===== src/rtl/clock_ui_pkg.sv =====
// Shared encodings for the clock/calendar key UI: FSM states, screen codes and field positions.
package clock_ui_pkg;

    typedef enum logic [0:0] {
        ST_NORMAL = 1'b0,
        ST_EDIT   = 1'b1
    } state_e;

    typedef logic [1:0] screen_t;
    typedef logic [2:0] pos_t;

    localparam screen_t SCR_TIME = 2'd0;
    localparam screen_t SCR_DATE = 2'd1;
    localparam screen_t SCR_TZ   = 2'd2;

    localparam pos_t POS_F0 = 3'd0;
    localparam pos_t POS_F1 = 3'd2;
    localparam pos_t POS_F2 = 3'd4;

endpackage


===== src/rtl/edit_key_sequencer_if.sv =====
// Raw keys in, display/counter control out; master drives keys, slave is the sequencer.
interface edit_key_sequencer_if;
    import clock_ui_pkg::*;

    logic    key_edit;
    logic    key_plus;
    logic    key_minus;
    logic    key_swi;
    screen_t screen;
    logic    edit_mode;
    pos_t    edit_pos;
    logic    inc_pulse;
    logic    dec_pulse;
    logic    flick;

    modport master (
        output key_edit, key_plus, key_minus, key_swi,
        input  screen, edit_mode, edit_pos, inc_pulse, dec_pulse, flick
    );

    modport slave (
        input  key_edit, key_plus, key_minus, key_swi,
        output screen, edit_mode, edit_pos, inc_pulse, dec_pulse, flick
    );

endinterface


===== src/rtl/key_debounce.sv =====
// One active-low raw key: 2-FF synchronizer, stability counter and a one-cycle press strobe.
module key_debounce #(
    parameter int unsigned DEBOUNCE_CYC = 500_000
) (
    input  logic clk_i,
    input  logic reset_i,
    input  logic key_ni,
    output logic pressed_o,
    output logic press_o
);

    localparam int unsigned CntW = $clog2(DEBOUNCE_CYC + 1);
    localparam logic [CntW-1:0] CntLast = CntW'(DEBOUNCE_CYC - 1);

    logic            sync1_q, sync2_q;
    logic            level_q;  // raw polarity: 1 = released
    logic [CntW-1:0] cnt_q;
    logic            press_q;

    always_ff @(posedge clk_i) begin
        if (reset_i) begin
            sync1_q <= 1'b1;
            sync2_q <= 1'b1;
            level_q <= 1'b1;
            cnt_q   <= '0;
            press_q <= 1'b0;
        end else begin
            sync1_q <= key_ni;
            sync2_q <= sync1_q;
            press_q <= 1'b0;
            if (sync2_q == level_q) begin
                cnt_q <= '0;
            end else if (cnt_q == CntLast) begin
                level_q <= sync2_q;
                cnt_q   <= '0;
                press_q <= ~sync2_q;
            end else begin
                cnt_q <= cnt_q + CntW'(1);
            end
        end
    end

    assign pressed_o = ~level_q;
    assign press_o   = press_q;

endmodule


===== src/rtl/edit_key_sequencer.sv =====
// Key UI sequencer: screen select, field edit with hold-to-repeat, idle timeout and blink phase.
module edit_key_sequencer
    import clock_ui_pkg::*;
#(
    parameter int unsigned DEBOUNCE_CYC     = 500_000,
    parameter int unsigned REPEAT_DELAY_CYC = 25_000_000,
    parameter int unsigned REPEAT_RATE_CYC  = 5_000_000,
    parameter int unsigned TIMEOUT_CYC      = 500_000_000,
    parameter int unsigned FLICK_CYC        = 12_500_000
) (
    input logic                  clk,
    input logic                  reset,
    edit_key_sequencer_if.slave  bus
);

    localparam int unsigned RepMax = (REPEAT_DELAY_CYC > REPEAT_RATE_CYC) ?
                                     REPEAT_DELAY_CYC : REPEAT_RATE_CYC;
    localparam int unsigned RepW = $clog2(RepMax + 1);
    localparam int unsigned ToW  = $clog2(TIMEOUT_CYC + 1);
    localparam int unsigned FlW  = $clog2(FLICK_CYC + 1);

    localparam logic [RepW-1:0] RepDelayLast = RepW'(REPEAT_DELAY_CYC - 1);
    localparam logic [RepW-1:0] RepRateLast  = RepW'(REPEAT_RATE_CYC - 1);
    localparam logic [ToW-1:0]  ToLast       = ToW'(TIMEOUT_CYC - 1);
    localparam logic [ToW-1:0]  ToMax        = ToW'(TIMEOUT_CYC);
    localparam logic [FlW-1:0]  FlLast       = FlW'(FLICK_CYC - 1);

    logic e_press, p_press, m_press, s_press;
    logic p_lvl, m_lvl, e_lvl, s_lvl;
    logic unused_lvl;

    key_debounce #(.DEBOUNCE_CYC(DEBOUNCE_CYC)) u_db_edit (
        .clk_i(clk), .reset_i(reset), .key_ni(bus.key_edit), .pressed_o(e_lvl), .press_o(e_press)
    );
    key_debounce #(.DEBOUNCE_CYC(DEBOUNCE_CYC)) u_db_plus (
        .clk_i(clk), .reset_i(reset), .key_ni(bus.key_plus), .pressed_o(p_lvl), .press_o(p_press)
    );
    key_debounce #(.DEBOUNCE_CYC(DEBOUNCE_CYC)) u_db_minus (
        .clk_i(clk), .reset_i(reset), .key_ni(bus.key_minus), .pressed_o(m_lvl), .press_o(m_press)
    );
    key_debounce #(.DEBOUNCE_CYC(DEBOUNCE_CYC)) u_db_swi (
        .clk_i(clk), .reset_i(reset), .key_ni(bus.key_swi), .pressed_o(s_lvl), .press_o(s_press)
    );

    assign unused_lvl = e_lvl ^ s_lvl;

    state_e          state_q;
    screen_t         screen_q;
    pos_t            pos_q;
    logic            inc_q, dec_q, flick_q;
    logic [ToW-1:0]  to_cnt_q;
    logic [FlW-1:0]  fl_cnt_q;
    logic [RepW-1:0] p_cnt_q, m_cnt_q;
    logic            p_armed_q, m_armed_q;

    logic            in_edit, p_fire, m_fire, step_up, step_dn, any_event, leave;
    logic [RepW-1:0] p_lim, m_lim;

    assign in_edit = (state_q == ST_EDIT);
    assign p_lim   = p_armed_q ? RepRateLast : RepDelayLast;
    assign m_lim   = m_armed_q ? RepRateLast : RepDelayLast;
    assign p_fire  = in_edit & p_lvl & ~m_lvl & ~p_press & (p_cnt_q == p_lim);
    assign m_fire  = in_edit & m_lvl & ~p_lvl & ~m_press & (m_cnt_q == m_lim);
    // A step needs exactly one of plus/minus held, and an edit press in the same cycle wins.
    assign step_up = in_edit & ~(p_lvl & m_lvl) & ~e_press & (p_press | p_fire);
    assign step_dn = in_edit & ~(p_lvl & m_lvl) & ~e_press & (m_press | m_fire);
    assign any_event = e_press | p_press | m_press | s_press | p_fire | m_fire;
    assign leave = in_edit & ((e_press & (pos_q == POS_F2)) | (~any_event & (to_cnt_q == ToLast)));

    always_ff @(posedge clk) begin
        if (reset) begin
            p_cnt_q   <= '0;
            p_armed_q <= 1'b0;
            m_cnt_q   <= '0;
            m_armed_q <= 1'b0;
        end else begin
            if (!in_edit || !p_lvl || m_lvl || p_press) begin
                p_cnt_q   <= '0;
                p_armed_q <= 1'b0;
            end else if (p_fire) begin
                p_cnt_q   <= '0;
                p_armed_q <= 1'b1;
            end else if (p_cnt_q < p_lim) begin
                p_cnt_q <= p_cnt_q + RepW'(1);
            end
            if (!in_edit || !m_lvl || p_lvl || m_press) begin
                m_cnt_q   <= '0;
                m_armed_q <= 1'b0;
            end else if (m_fire) begin
                m_cnt_q   <= '0;
                m_armed_q <= 1'b1;
            end else if (m_cnt_q < m_lim) begin
                m_cnt_q <= m_cnt_q + RepW'(1);
            end
        end
    end

    always_ff @(posedge clk) begin
        if (reset) begin
            state_q  <= ST_NORMAL;
            screen_q <= SCR_TIME;
            pos_q    <= POS_F0;
            inc_q    <= 1'b0;
            dec_q    <= 1'b0;
            flick_q  <= 1'b0;
            to_cnt_q <= '0;
            fl_cnt_q <= '0;
        end else begin
            inc_q <= step_up;
            dec_q <= step_dn;
            unique case (state_q)
                ST_NORMAL: begin
                    flick_q  <= 1'b0;
                    fl_cnt_q <= '0;
                    to_cnt_q <= '0;
                    if (s_press) begin
                        case (screen_q)
                            SCR_TIME: screen_q <= SCR_DATE;
                            SCR_DATE: screen_q <= SCR_TZ;
                            default:  screen_q <= SCR_TIME;
                        endcase
                    end
                    if (e_press && screen_q != SCR_TZ) begin
                        state_q <= ST_EDIT;
                        pos_q   <= POS_F0;
                    end
                end
                ST_EDIT: begin
                    if (any_event) begin
                        to_cnt_q <= '0;
                    end else if (to_cnt_q != ToMax) begin
                        to_cnt_q <= to_cnt_q + ToW'(1);
                    end
                    // Re-phase the blink after each step so the new value shows immediately.
                    if (step_up || step_dn) begin
                        fl_cnt_q <= '0;
                        flick_q  <= 1'b0;
                    end else if (fl_cnt_q == FlLast) begin
                        fl_cnt_q <= '0;
                        flick_q  <= ~flick_q;
                    end else begin
                        fl_cnt_q <= fl_cnt_q + FlW'(1);
                    end
                    if (leave) begin
                        state_q  <= ST_NORMAL;
                        pos_q    <= POS_F0;
                        flick_q  <= 1'b0;
                        fl_cnt_q <= '0;
                        to_cnt_q <= '0;
                    end else if (e_press) begin
                        pos_q <= (pos_q == POS_F0) ? POS_F1 : POS_F2;
                    end
                end
                default: state_q <= ST_NORMAL;
            endcase
        end
    end

    assign bus.screen    = screen_q;
    assign bus.edit_mode = in_edit;
    assign bus.edit_pos  = pos_q;
    assign bus.inc_pulse = inc_q;
    assign bus.dec_pulse = dec_q;
    assign bus.flick     = flick_q;

endmodule


===== src/flat_wrapper.sv =====
// flat-port wrapper written by rule: the top's interface ports become plain ports
module edit_key_sequencer_flat import clock_ui_pkg::*;
#(
    parameter int unsigned DEBOUNCE_CYC     = 500_000,
    parameter int unsigned REPEAT_DELAY_CYC = 25_000_000,
    parameter int unsigned REPEAT_RATE_CYC  = 5_000_000,
    parameter int unsigned TIMEOUT_CYC      = 500_000_000,
    parameter int unsigned FLICK_CYC        = 12_500_000
)
  (clk, reset, bus_key_edit, bus_key_plus, bus_key_minus, bus_key_swi, bus_screen, bus_edit_mode, bus_edit_pos, bus_inc_pulse, bus_dec_pulse, bus_flick);
  edit_key_sequencer_if bus_i ();
  input logic clk;
  input logic reset;
  input wire logic [$bits(bus_i.key_edit)-1:0] bus_key_edit;
  input wire logic [$bits(bus_i.key_plus)-1:0] bus_key_plus;
  input wire logic [$bits(bus_i.key_minus)-1:0] bus_key_minus;
  input wire logic [$bits(bus_i.key_swi)-1:0] bus_key_swi;
  output wire logic [$bits(bus_i.screen)-1:0] bus_screen;
  output wire logic [$bits(bus_i.edit_mode)-1:0] bus_edit_mode;
  output wire logic [$bits(bus_i.edit_pos)-1:0] bus_edit_pos;
  output wire logic [$bits(bus_i.inc_pulse)-1:0] bus_inc_pulse;
  output wire logic [$bits(bus_i.dec_pulse)-1:0] bus_dec_pulse;
  output wire logic [$bits(bus_i.flick)-1:0] bus_flick;
  assign bus_i.key_edit = bus_key_edit;
  assign bus_i.key_plus = bus_key_plus;
  assign bus_i.key_minus = bus_key_minus;
  assign bus_i.key_swi = bus_key_swi;
  assign bus_screen = bus_i.screen;
  assign bus_edit_mode = bus_i.edit_mode;
  assign bus_edit_pos = bus_i.edit_pos;
  assign bus_inc_pulse = bus_i.inc_pulse;
  assign bus_dec_pulse = bus_i.dec_pulse;
  assign bus_flick = bus_i.flick;
  edit_key_sequencer #(.DEBOUNCE_CYC(DEBOUNCE_CYC), .REPEAT_DELAY_CYC(REPEAT_DELAY_CYC), .REPEAT_RATE_CYC(REPEAT_RATE_CYC), .TIMEOUT_CYC(TIMEOUT_CYC), .FLICK_CYC(FLICK_CYC)) u_core (.clk(clk), .reset(reset), .bus(bus_i));
endmodule

===== config.mk =====
export PLATFORM = sky130hd
export DESIGN_NAME = edit_key_sequencer_flat
export DESIGN_NICKNAME = d
export VERILOG_FILES = /design/src/rtl/clock_ui_pkg.sv /design/src/rtl/edit_key_sequencer_if.sv /design/src/rtl/key_debounce.sv /design/src/rtl/edit_key_sequencer.sv /design/src/flat_wrapper.sv
export SDC_FILE = /design/constraint.sdc
export NUM_CORES = 1
export LEC_CHECK = 0
export ABC_CLOCK_PERIOD_IN_PS = 2100
export CELL_PAD_IN_SITES_DETAIL_PLACEMENT = 0
export CELL_PAD_IN_SITES_GLOBAL_PLACEMENT = 1
export CORE_ASPECT_RATIO = 0.5
export CORE_UTILIZATION = 40
export CTS_CLUSTER_SIZE = 40
export DETAILED_ROUTE_END_ITERATION = 10
export HOLD_SLACK_MARGIN = 0.02
export PLACE_DENSITY = 0.72
export RECOVER_POWER = 50
export SETUP_SLACK_MARGIN = 0.05
export SLEW_MARGIN = 10
export SYNTH_ARGS = -nofsm -noshare
export SYNTH_HDL_FRONTEND = slang
export SYNTH_HIERARCHICAL = 1
export SYNTH_SLANG_ARGS = --single-unit

===== constraint.sdc =====
create_clock -name clk -period 2.1 [get_ports clk]
set_input_delay 0.525 -clock clk [delete_from_list [all_inputs] [get_ports clk]]
set_output_delay 0.525 -clock clk [all_outputs]
set_load 0.02 [all_outputs]

==> run summary <==
===============================================================================================
Buffers added on ports                                                                       13
Setup repair after global routing missed its margin                                         yes
Hold buffer count at cts                                                                      0
Routed len/inst                                                                         14.4 um
Level count of the clock H-tree                                                               1
Hold Vio Cnt, Final                                                                           0
Worst Tran Pin Value                                                                     574 ps
CTS Buf Count                                                                                20
Minimum period implied by the final worst setup slack                                   2320 ps
Slew headroom                                                                             61.7%
Required time worst endpoint                                                            2500 ps
Maximum VDD drop                                                                       0.341 mV
Flops & latches, synth                                                                      205
Overall routing resource usage                                                            18.1%
Slowest cell on the critical path                                                       dfxtp_4
Post-layout nets                                                                          1,310
Final period utilization                                                                   110%
Most repeated library cell on the critical path                                        nand4b_1
Buffers from clock root to sink, at most                                                      3
Number of filler instances in the final layout                                            2,209
Vias per cell                                                                              5.28
Proportion of netlist area held by the largest area contributor                           41.3%
Initial core utilization                                                                  41.1%
TritonRoute pass-1 iters                                                                      5
Most frequently used flop master after synthesis                                        dfxtp_1
Final setup slack of the worst path                                                     -216 ps
Global placement routability congestion                                                   0.810
Std-Cell Rows                                                                                40
Post-route DRC                                                                                0
Crit start category                                                                    register
Depth of the worst hold-timing path                                                           1
CTS Root Buffer Type                                                                  clkbuf_16
Power per standard cell area                                                        625 nW/um^2
Total negative slack for setup checks                                                -12,300 ps
Leading area contributor after synthesis                                                dfxtp_1
Clock latency of the later-clocked register in the worst-skew pair                       530 ps
Most frequent standard cell in the layout excluding fill and tap cells                  dfxtp_1
Maximum number of pins on one net before global-route repair                                 28
Vias in the first global route                                                            8,259
Total Die Area                                                                      25,500 um^2
Layout cell share with drive strength beyond 1                                            23.5%
Proportion of synthesized chip area in sequential cells                                   41.3%
Post-layout instance count excluding filler cells                                         1,627
Net count after synthesis                                                                 1,167
Global route overflow                                                                         0
Worst Hold Margin                                                                        405 ps
Number of antenna violations at the first check in global routing                             0
Half-perimeter wire length after detailed placement                                   15,800 um
Synthesized netlist cell count                                                            1,136
TritonCTS clock tree                                                                       done
IO Count                                                                                     15
Final setup violation count                                                                  99
Number of antenna repair diodes                                                               0
CORE AREA                                                                           24,200 um^2
Status                                                                             complete, but fails checks
Final total power                                                                       8.11 mW
Clock input transition at the sequential cells of the worst setup and hold paths          70 ps
Synthesis Warnings                                                                            6
Detailed Route Iter0 Violations                                                             343
Path type of the worst setup path                                                       reg2reg
Clk sinks                                                                                   205
Max-cap violation count                                                                       0
Worst slack after detailed placement                                                    -203 ps
Max Clk Rate                                                                          0.432 GHz
Library cells used by synthesis                                                              74
Number of routed nets with antenna violations                                                 0
Layout Skew                                                                             24.1 ps
Mean cell area of the mapped netlist                                                  8.74 um^2
Post-synth EDFFs                                                                              0
Most area-consuming cells after synthesis                                          dfxtp_1, nor2_1, xor2_1
Die height                                                                               113 um
Top library cells by usage in the layout, fill and taps aside                      dfxtp_1, nor2_1, buf_4
Via count                                                                                 8,583
Area growth from synthesis to final layout                                                30.7%
Post-synth design cell area                                                           9930 um^2
HP Class                                                                                reg2reg
Worst path max stage delay                                                               380 ps
Number of instances in the placed design                                                  1,571
Wire length of the first global-routing pass                                          39,000 um
DIE WIDTH                                                                                225 um
DRT Wirelength                                                                        23,500 um
Maximum fanout encountered on the critical timing path                                        6
Critical Path AT                                                                        2720 ps
Share of flip-flops with an asynchronous set or reset after synthesis                        0%
Violations in the final reports                                                    negative setup slack
CP Capture Type                                                                        register
Leakage Power                                                                           4.33 nW
Max-slew violation total from the final report                                                0
Cells traversed along the worst timing path                                        buf_6 > ha_4 > nand4b_1 > nor4_4 > buf_4 > nand4_1 > nand4b_1 > or2_4 > clkbuf_16 > nor2_1
Length in cells of the worst reg-to-reg path                                                 10
===============================================================================================
metrics by stage:
stage	utilization [%]	area, um^2
after floorplan	-	10000
after global placement	46.5	11200
after CTS	51.3	12400
final	53.7	13000
after global routing	53.7	13000
after detailed placement	46.5	11200
flip-flops by register name, summed over array words and instances, names as in the netlist, 2 cells and up:
register	flops
u_core/to_cnt_q	29
u_core/m_cnt_q	25
u_core/p_cnt_q	25
u_core/fl_cnt_q	24
u_core/u_db_edit/cnt_q	19
u_core/u_db_minus/cnt_q	19
u_core/u_db_plus/cnt_q	19
u_core/u_db_swi/cnt_q	19
u_core/bus.edit_pos	2
u_core/bus.screen	2
area by class of cell:
type	count	area (um^2)	share of cell area (%)
clock inverter	10	191	1.48
tap	336	420	3.24
inverter	32	123	0.945
clock buffer	24	567	4.37
multi-input combinational	875	6280	48.4
timing repair buffer	145	1280	9.84
sequential	205	4110	31.7
timing repair:
item | in CTS | in global routing
setup endpoints to repair | 113 | 152
setup buffers | 6 | 10
gates resized for setup | 70 | 99
pin swaps | 29 | 54
cloned | 3 | 3
layer usage:
metal	global-route usage, %	wire [um]
met2	30.7	11000
met5	0	0
met3	3.37	646
met4	4.63	465
met1	23.7	11300
synth_stat cells (25+ instances only):
library cell  instances
nor3_1               26
nor2_1              191
o21ai_0              27
xnor2_1              71
dfxtp_1             205
ha_1                 25
nand4_1              47
nand3_1              71
nor4_1               29
xor2_1               72
and4_1               27
nand2_1              73
inv_1                32
a21oi_1              29
power breakdown:
group | internal [mW] | switching [mW]
clock network | 2.54 | 1.62
logic | 0.0227 | 0.0321
registers | 3.89 | 0.00615
critical path: cells and delay by family, from the launching register on:
family / cells / cell delay, ps
adders and majority gates: 1 / 250
buffers and inverters: 3 / 440
DFF: 1 / 380
and+or+nand+nor: 6 / 1140
kinds of logic (layout without fill, tap and decap cells):
family          Yosys count  count (layout)  share of synthesized area [%]
compound gates          116             117                           7.85
mux                       2               2                          0.202
flops                   205             205                           41.3
other cells               1               1                         0.0378
fa+ha+maj                25              25                           3.15
buf+inv                  58             211                           2.96
simple gates            586             587                           31.8
xor+xnor                143             143                           12.6
worst paths after layout:
kind | from | end | slack [ps]
max | u_core/m_armed_q$_SDFFE_PP0P_ | u_core/to_cnt_q[25]$_SDFFE_PP0P_ | -220
min reg2reg | u_core/u_db_edit/sync1_q$_SDFF_PP1_ | u_core/u_db_edit/sync2_q$_SDFF_PP1_ | 400
max reg2reg | u_core/m_armed_q$_SDFFE_PP0P_ | u_core/to_cnt_q[25]$_SDFFE_PP0P_ | -220
min | u_core/u_db_edit/sync1_q$_SDFF_PP1_ | u_core/u_db_edit/sync2_q$_SDFF_PP1_ | 400
Note: power is estimated with default switching activity, not from simulation.
